`config.mk`:
```
export PLATFORM = sky130hd
export DESIGN_NAME = i2c_xfer_seq_flat
export DESIGN_NICKNAME = d
export VERILOG_FILES = /design/src/rtl/i2c_xfer_seq_pkg.sv /design/src/rtl/i2c_xfer_seq_if.sv /design/src/rtl/i2c_xfer_seq.sv /design/src/flat_wrapper.sv
export SDC_FILE = /design/constraint.sdc
export NUM_CORES = 1
export LEC_CHECK = 0
export ABC_AREA = 1
export BUFFER_PORTS_ARGS = -buffer_cell sky130_fd_sc_hd__buf_2
export CORE_ASPECT_RATIO = 1.2
export CORE_UTILIZATION = 43
export CTS_BUF_LIST = sky130_fd_sc_hd__clkbuf_8
export DETAILED_ROUTE_END_ITERATION = 6
export GPL_TIMING_DRIVEN = 0
export HOLD_SLACK_MARGIN = 0.02
export PLACE_DENSITY = 0.69
export SLEW_MARGIN = 10
export SYNTH_ARGS = -nofsm -noshare
export SYNTH_HDL_FRONTEND = slang
export SYNTH_SLANG_ARGS = --single-unit
export TNS_END_PERCENT = 50
```
`constraint.sdc`:
```
create_clock -name clk -period 4.75 [get_ports clk]
set_input_delay 0.95 -clock clk [delete_from_list [all_inputs] [get_ports clk]]
set_output_delay 0.95 -clock clk [all_outputs]
set_load 0.02 [all_outputs]
```
`src/rtl/i2c_xfer_seq_pkg.sv`:
```
// Shared types for the I2C transaction sequencer: FSM states, latched
// descriptor fields and the byte-controller command bundle.
package i2c_xfer_seq_pkg;

   typedef enum logic [2:0] {
      IDLE, ADDR, WR_WAIT, WR, RD, RD_HOLD, NACK_STOP, DONE
   } t_seq_state;

   typedef struct packed {
      logic start;
      logic stop;
      logic read;
      logic write;
      logic ack_in;
   } t_cmd;

   typedef struct packed {
      logic rnw;
      logic stop;
      logic len_zero;
   } t_desc;

   localparam t_cmd CMD_NONE = '0;

   // Command bits that go with a state; last = this byte is the final one.
   function automatic t_cmd cmd_for(t_seq_state st, logic last, logic stop_f,
                                    logic len_zero);
      t_cmd c;
      c = CMD_NONE;
      case (st)
         ADDR: begin
            c.start = 1'b1;
            c.write = 1'b1;
            c.stop  = len_zero & stop_f;
         end
         WR: begin
            c.write = 1'b1;
            c.stop  = last & stop_f;
         end
         RD: begin
            c.read   = 1'b1;
            c.ack_in = last;
            c.stop   = last & stop_f;
         end
         NACK_STOP: c.stop = 1'b1;
         default: ;
      endcase
      return c;
   endfunction

endpackage

```
`src/rtl/i2c_xfer_seq_if.sv`:
```
// Command/status bus between the transaction sequencer and the byte controller.
interface i2c_xfer_seq_if;
   logic       start;
   logic       stop;
   logic       read;
   logic       write;
   logic       ack_in;
   logic [7:0] din;
   logic       cmd_ack;
   logic       ack_out;
   logic [7:0] dout;
   logic       i2c_al;
   logic       slave_act;

   modport master (
      output start, stop, read, write, ack_in, din,
      input  cmd_ack, ack_out, dout, i2c_al, slave_act
   );

   modport slave (
      input  start, stop, read, write, ack_in, din,
      output cmd_ack, ack_out, dout, i2c_al, slave_act
   );
endinterface

```
`src/rtl/i2c_xfer_seq.sv`:
```
// Master-side I2C transaction sequencer: turns one descriptor into a
// start/byte/stop command stream for the byte controller.
module i2c_xfer_seq
   import i2c_xfer_seq_pkg::*;
#(
   parameter int LEN_W = 8
) (
   input  logic             clk,
   input  logic             nReset,
   input  logic             req_valid,
   output logic             req_ready,
   input  logic [6:0]       req_addr,
   input  logic             req_rnw,
   input  logic [LEN_W-1:0] req_len,
   input  logic             req_stop,
   input  logic [7:0]       wr_data,
   input  logic             wr_valid,
   output logic             wr_ready,
   output logic [7:0]       rd_data,
   output logic             rd_valid,
   input  logic             rd_ready,
   output logic             done,
   output logic             st_nack,
   output logic             st_al,
   i2c_xfer_seq_if.master   bc
);

   t_seq_state       state, state_nxt;
   t_desc            desc, desc_nxt;
   t_cmd             cmd_q, cmd_nxt;
   logic [LEN_W-1:0] cnt, cnt_nxt;
   logic [7:0]       din_q, din_nxt, rd_data_nxt;
   logic             rd_valid_nxt, st_nack_nxt, st_al_nxt, done_nxt;
   logic             accept, al_hit, cnt_last;

   // The slave path owning the controller keeps us from taking new work.
   assign req_ready = (state == IDLE) & ~bc.slave_act;
   assign accept    = req_valid & req_ready;
   assign al_hit    = bc.i2c_al & (state != IDLE);
   assign wr_ready  = (state == WR_WAIT) & wr_valid & ~bc.i2c_al;
   assign cnt_last  = (cnt == LEN_W'(1));

   assign bc.start  = cmd_q.start;
   assign bc.stop   = cmd_q.stop;
   assign bc.read   = cmd_q.read;
   assign bc.write  = cmd_q.write;
   assign bc.ack_in = cmd_q.ack_in;
   assign bc.din    = din_q;

   always_ff @(posedge clk) begin
      if (!nReset) begin
         state    <= IDLE;
         desc     <= '0;
         cnt      <= '0;
         din_q    <= '0;
         rd_data  <= '0;
         rd_valid <= 1'b0;
         st_nack  <= 1'b0;
         st_al    <= 1'b0;
         done     <= 1'b0;
         cmd_q    <= CMD_NONE;
      end else begin
         state    <= state_nxt;
         desc     <= desc_nxt;
         cnt      <= cnt_nxt;
         din_q    <= din_nxt;
         rd_data  <= rd_data_nxt;
         rd_valid <= rd_valid_nxt;
         st_nack  <= st_nack_nxt;
         st_al    <= st_al_nxt;
         done     <= done_nxt;
         cmd_q    <= cmd_nxt;
      end
   end

   always_comb begin
      state_nxt    = state;
      desc_nxt     = desc;
      cnt_nxt      = cnt;
      din_nxt      = din_q;
      rd_data_nxt  = rd_data;
      rd_valid_nxt = rd_valid;
      st_nack_nxt  = st_nack;
      st_al_nxt    = st_al;
      if (al_hit) begin
         // Lost arbitration: abandon the bus without a STOP.
         state_nxt    = IDLE;
         rd_valid_nxt = 1'b0;
         st_al_nxt    = 1'b1;
      end else begin
         case (state)
            IDLE: if (accept) begin
               desc_nxt    = '{rnw: req_rnw, stop: req_stop,
                               len_zero: (req_len == '0)};
               cnt_nxt     = req_len;
               din_nxt     = {req_addr, req_rnw};
               st_nack_nxt = 1'b0;
               st_al_nxt   = 1'b0;
               state_nxt   = ADDR;
            end
            ADDR: if (bc.cmd_ack) begin
               if (bc.ack_out) begin
                  st_nack_nxt = 1'b1;
                  state_nxt   = (desc.len_zero & desc.stop) ? DONE : NACK_STOP;
               end else if (desc.len_zero) state_nxt = DONE;
               else if (desc.rnw)          state_nxt = RD;
               else                        state_nxt = WR_WAIT;
            end
            WR_WAIT: if (wr_valid) begin
               din_nxt   = wr_data;
               state_nxt = WR;
            end
            WR: if (bc.cmd_ack) begin
               cnt_nxt = cnt - LEN_W'(1);
               if (bc.ack_out) begin
                  st_nack_nxt = 1'b1;
                  state_nxt   = cnt_last ? DONE : NACK_STOP;
               end else begin
                  state_nxt = cnt_last ? DONE : WR_WAIT;
               end
            end
            RD: if (bc.cmd_ack) begin
               rd_data_nxt  = bc.dout;
               rd_valid_nxt = 1'b1;
               cnt_nxt      = cnt - LEN_W'(1);
               state_nxt    = RD_HOLD;
            end
            RD_HOLD: if (rd_valid & rd_ready) begin
               rd_valid_nxt = 1'b0;
               state_nxt    = (cnt == '0) ? DONE : RD;
            end
            NACK_STOP: if (bc.cmd_ack) state_nxt = DONE;
            DONE:      state_nxt = IDLE;
            default:   state_nxt = IDLE;
         endcase
      end
   end

   // Commands are registered from the state being entered, so they appear
   // together with the state and drop on the edge after cmd_ack.
   always_comb begin
      cmd_nxt  = cmd_for(state_nxt, cnt_nxt == LEN_W'(1), desc_nxt.stop,
                         desc_nxt.len_zero);
      done_nxt = (state_nxt == DONE) | (al_hit & (state != DONE));
   end

endmodule

```
`src/flat_wrapper.sv`:
```
// flat-port wrapper written by rule: the top's interface ports become plain ports
module i2c_xfer_seq_flat import i2c_xfer_seq_pkg::*;
#(
   parameter int LEN_W = 8
)
  (clk, nReset, req_valid, req_ready, req_addr, req_rnw, req_len, req_stop, wr_data, wr_valid, wr_ready, rd_data, rd_valid, rd_ready, done, st_nack, st_al, bc_start, bc_stop, bc_read, bc_write, bc_ack_in, bc_din, bc_cmd_ack, bc_ack_out, bc_dout, bc_i2c_al, bc_slave_act);
  i2c_xfer_seq_if bc_i ();
  input  logic clk;
  input  logic nReset;
  input  logic req_valid;
  output logic req_ready;
  input  logic [6:0] req_addr;
  input  logic req_rnw;
  input  logic [LEN_W-1:0] req_len;
  input  logic req_stop;
  input  logic [7:0] wr_data;
  input  logic wr_valid;
  output logic wr_ready;
  output logic [7:0] rd_data;
  output logic rd_valid;
  input  logic rd_ready;
  output logic done;
  output logic st_nack;
  output logic st_al;
  output wire logic [$bits(bc_i.start)-1:0] bc_start;
  output wire logic [$bits(bc_i.stop)-1:0] bc_stop;
  output wire logic [$bits(bc_i.read)-1:0] bc_read;
  output wire logic [$bits(bc_i.write)-1:0] bc_write;
  output wire logic [$bits(bc_i.ack_in)-1:0] bc_ack_in;
  output wire logic [$bits(bc_i.din)-1:0] bc_din;
  input wire logic [$bits(bc_i.cmd_ack)-1:0] bc_cmd_ack;
  input wire logic [$bits(bc_i.ack_out)-1:0] bc_ack_out;
  input wire logic [$bits(bc_i.dout)-1:0] bc_dout;
  input wire logic [$bits(bc_i.i2c_al)-1:0] bc_i2c_al;
  input wire logic [$bits(bc_i.slave_act)-1:0] bc_slave_act;
  assign bc_start = bc_i.start;
  assign bc_stop = bc_i.stop;
  assign bc_read = bc_i.read;
  assign bc_write = bc_i.write;
  assign bc_ack_in = bc_i.ack_in;
  assign bc_din = bc_i.din;
  assign bc_i.cmd_ack = bc_cmd_ack;
  assign bc_i.ack_out = bc_ack_out;
  assign bc_i.dout = bc_dout;
  assign bc_i.i2c_al = bc_i2c_al;
  assign bc_i.slave_act = bc_slave_act;
  i2c_xfer_seq #(.LEN_W(LEN_W)) u_core (.clk(clk), .nReset(nReset), .req_valid(req_valid), .req_ready(req_ready), .req_addr(req_addr), .req_rnw(req_rnw), .req_len(req_len), .req_stop(req_stop), .wr_data(wr_data), .wr_valid(wr_valid), .wr_ready(wr_ready), .rd_data(rd_data), .rd_valid(rd_valid), .rd_ready(rd_ready), .done(done), .st_nack(st_nack), .st_al(st_al), .bc(bc_i));
endmodule
```
# == Word-level counts from Yosys, hierarchy flattened ==
# Cells that the tools add are included.
# word_totals
register_bits,39
inputBits,42
output_inout_bits,27
# classes
addsub,1
eq_ne,21
n_mux,40
bitwise,15
n_reduce_logical,21
# ops
op,n
$mux 8,5
$mux 3,13
$pmux 8 s2,2
$pmux 3 s8,1
$eq 3x3->1 const B,7
$eq 8x1->1 const B,2
$logic_not 8->1,2
$mux 1,12
$and 1x1->1,10
$reduce_bool 2->1,5
$reduce_or 2->1,5
$eq 3x2->1 const B,3
$reduce_and 3->1,3
$mux 2,4
$ne 2x1->1 const B,4
$sub 8x1->8 const B,1
$eq 3x1->1 const B,2
$reduce_and 5->1,1
$ne 2x2->1 const B,2
$not 1->1,4
$pmux 1 s2,2
$reduce_and 2->1,2
$reduce_and 4->1,1
$logic_not 3->1,1
other kinds (4),4

# == Longest topological paths before layout ==
# logic_depth
word_depth,9
depth_mapped,15

# == Worst setup path after synthesis ==
# No wires, ideal clock.
# synth_path
path_type,input-to-output
start,input bc_slave_act
end,output req_ready
arrival_time_ns,1.355
required_ns,3.800
setup_slack_ns,2.445
stages,3
n_path_buf,0
cell_sequence,inv_1 nand3_2 inv_1
# synth_via
elab_chain_cells,2
# synth_rtl
element,line_no,text
from (decl),flat_wrapper.sv:35,input wire logic [$bits(bc_i.slave_act)-1:0] bc_slave_act;
$not 1->1,i2c_xfer_seq.sv:37,assign req_ready = (state == IDLE) & ~bc.slave_act;
$and 1x1->1,i2c_xfer_seq.sv:37,
to (decl),flat_wrapper.sv:11,output logic req_ready;
# Every way passes these cells.

# == Worst setup path in the final report ==
# layout_path
start,register u_core.state[1]
end,output wr_ready
# layout_via
elab_chain_cells,3
# layout_rtl
element,line_no,text
from (decl),i2c_xfer_seq.sv:28,"t_seq_state state, state_nxt;"
from (signal assigned),i2c_xfer_seq.sv:63,state <= state_nxt;
$eq 3x2->1,i2c_xfer_seq.sv:40,assign wr_ready = (state == WR_WAIT) & wr_valid & ~bc.i2c_al;
$and 1x1->1 (2 in series),i2c_xfer_seq.sv:40,
to (decl),flat_wrapper.sv:18,output logic wr_ready;
# Every way passes these cells.

==> impl_metrics.toml <==
[sta]
clock.fmax_mhz = 386
finalCritPeriodShare = 0.545
rsz0062_at_grt = "no"
hold_ws_ps = 461
fin_tns_setup_ps = 0
fin_crit_ps = 2590
hold_viol_final = 0
slew_viol_final = 0
worstMarginPinSlew_ps = 553
relSlewSlack = 0.631
skew_ps = 3.78
finalSetupViolCount = 0

[floorplanning]
core_area_sq_um = 4900
ioPinCount = 69
rows = 28
dieWidth_um = 67.2
start_util = 0.447
fp.dieH_um = 80.3
die-area_sq_um = 5390

[synth]
syn_area_sq_um = 2190
synth_top_area_frac = 0.356
synth_common_cells = "96 x nand2_1, 52 x nor2_1, 39 x dfxtp_1"
synth.most_common_cell = "nand2_1"
synth_edf_count = 0
synth_nets = 382
synthFlopType = "dfxtp_1"
synth_cell_types = 35
ys_seq_area_frac = 0.356
synthArstFlopShare = 0
yosys_warnings = 0
syn_inst = 337
avgSynthCellArea_sq_um = 6.51
synth_largest_area_cell = "dfxtp_1"
ys_ff_latch = 39
synth_area_leaders = "dfxtp_1 36%, nand2_1 16%, nor2_1 8.9%, inv_1 5.6%, o21ai_0 5.2%"

[power]
finalPower_w = 0.000899
leakage_nw = 1.40
p_per_area_nw_per_um2 = 335
peakVddDrop_uv = 210

[critical_path]
cp_top_family = "simple AND/OR/NAND/NOR gates"
end_kind = "output pin"
critical_path_class = "flip-flop to output pin"
cp.required_ps = 3800
regToRegStartpoint = "u_core.state[0]"
crit_fanout = 10
path_cells = "inv_2 -> nor3_4 -> nand2_2 -> nor2_1 -> buf_2"
rr_endpoint = "u_core.bc.stop"
cp.arrival_ps = 1640
cpPeakStageDelay_ps = 480
critPathBufInv = 2
reg2regPathDepth = 11
crit_slowest_cell = "dfxtp_1"
ff2ff_setup_slack_ps = 2730
startpoint_type = "flip-flop"

[layout]
drive_gt1_frac = 0.236
antenna_cells = 0
area_delta_synth_final_pct = 22.3
fin_nets = 455
fillers = 542

[clocking]
htree_levels = 2
insertion_delay_ps = 300
postCtsResizedCells = 0
clk_pin_slew_worst_paths_ps = 80
cts_tree = "done"
root_buffer = "clkbuf_8"
ctsHoldBuffers = 0
cts_inserted_buffers = 5
cts_max_path_buffers = 2
numClockSinks = 39
cts_setup_buffers = 0

[grt]
antenna_found_initial = 0
grt_overflow = 0
grt_pass1_vias = 2201
grt_pass1_wl_um = 9840
grt_usage = 0.242
grt_max_degree = 13

[status]
status = "complete, no violations"

[placement]
hpwlAfterDp_um = 4430
gp_congestion = 0.901
io_buffers = 66

[worst_hold_path]
hp-class = "flip-flop to flip-flop"
worstHoldStart = "u_core.st_al"
min_to = "u_core.st_al"
hold-path-cell-count = 2

[routing]
drtIter0Drc = 113
avgRoutedWirePerCell_um = 12.5
drtPass1Iterations = 4
vias = 2378
drc_errors = 0
antenna_left = 0
avgViaCountPerCell = 5.05
wl_um = 5900

[job]
drv_cap = 0
## cells by family (layout without fill, tap and decap cells)
| family | after synthesis | in the layout | synth area share |
|---|---|---|---|
| compound gates | 57 | 57 | 0.146 |
| xor+xnor | 1 | 1 | 0.00399 |
| fa+ha+maj | 3 | 3 | 0.0171 |
| buf+inv | 46 | 120 | 0.0867 |
| flops | 39 | 39 | 0.356 |
| simple gates | 191 | 191 | 0.391 |
## stage by stage
stage          instances  utilization  setup WS, ps  cell area (sq um)
5_1_grt              471        0.547          2050               2690
3_5_place_dp         463        0.530          2160               2600
2_1_floorplan        337            -          2450               2190
4_1_cts              471        0.547          2150               2690
6_report             471        0.547          2160               2690
3_3_place_gp         463        0.530          2170               2600
## worst max path at each step
| stage | from | endpoint | depth (start not counted) |
|---|---|---|---|
| final | u_core.state[1] | wr_ready | 5 |
| after detailed placement | bc_slave_act | u_core.bc.stop | 11 |
| after CTS | u_core.state[1] | wr_ready | 5 |
| after global routing | u_core.state[1] | wr_ready | 5 |
| after global placement | bc_slave_act | u_core.bc.stop | 11 |
| after floorplan | bc_slave_act | req_ready | 3 |
## power by group
part	internal, W	total (W)	switching (W)
clock	0.000100	0.000222	0.000122
combinational	0.000102	0.000300	0.000198
sequential	0.000357	0.000377	0.0000205
total	0.000559	0.000899	0.000340
## flip-flops by register name, summed over array words and instances, names as in the netlist, 3 cells and up
name,cells
u_core.desc,3
u_core.bc.din,8
u_core.rd_data,8
u_core.cnt,8
u_core.state,3
## per-layer routing
layer / routed length (um) / track usage / vias to the layer above
li1: - / - / 1243
met1: 2600 / 0.280 / 1043
met2: 2830 / 0.415 / 78
met3: 334 / 0.0540 / 14
met4: 137 / 0.106 / 0
met5: 0 / 0 / -
## worst reg2reg max path, delay by kind of cell (launching register included)
family                 cells  cell delay (ps)
AO/OA/AOI/OAI              4              580
buffers and inverters      2              380
flip-flops                 1              300
AND/OR/NAND/NOR            5              710
## cell usage in the layout, fill, tap and decap left out, types with 4 or more instances in the layout
cell      count
o21ai_0      23
clkbuf_8      5
buf_2        69
nand2_1      96
a31oi_1      10
dfxtp_1      39
nor2_1       52
inv_1        34
nand3_1      20
a21oi_1      14
nand2_2       4
## cell type report
type / count / area, sq um / area share
Buffer: 9 / 48.8 / 0.0182
Clock buffer: 5 / 68.8 / 0.0256
Clock inverter: 3 / 16.3 / 0.00606
Inverter: 37 / 141 / 0.0527
Multi-Input combinational cell: 252 / 1220 / 0.456
Sequential cell: 39 / 781 / 0.291
Tap cell: 60 / 75.1 / 0.0280
Timing Repair Buffer: 66 / 330 / 0.123
No activity file was read; power rests on OpenSTA's default activity.
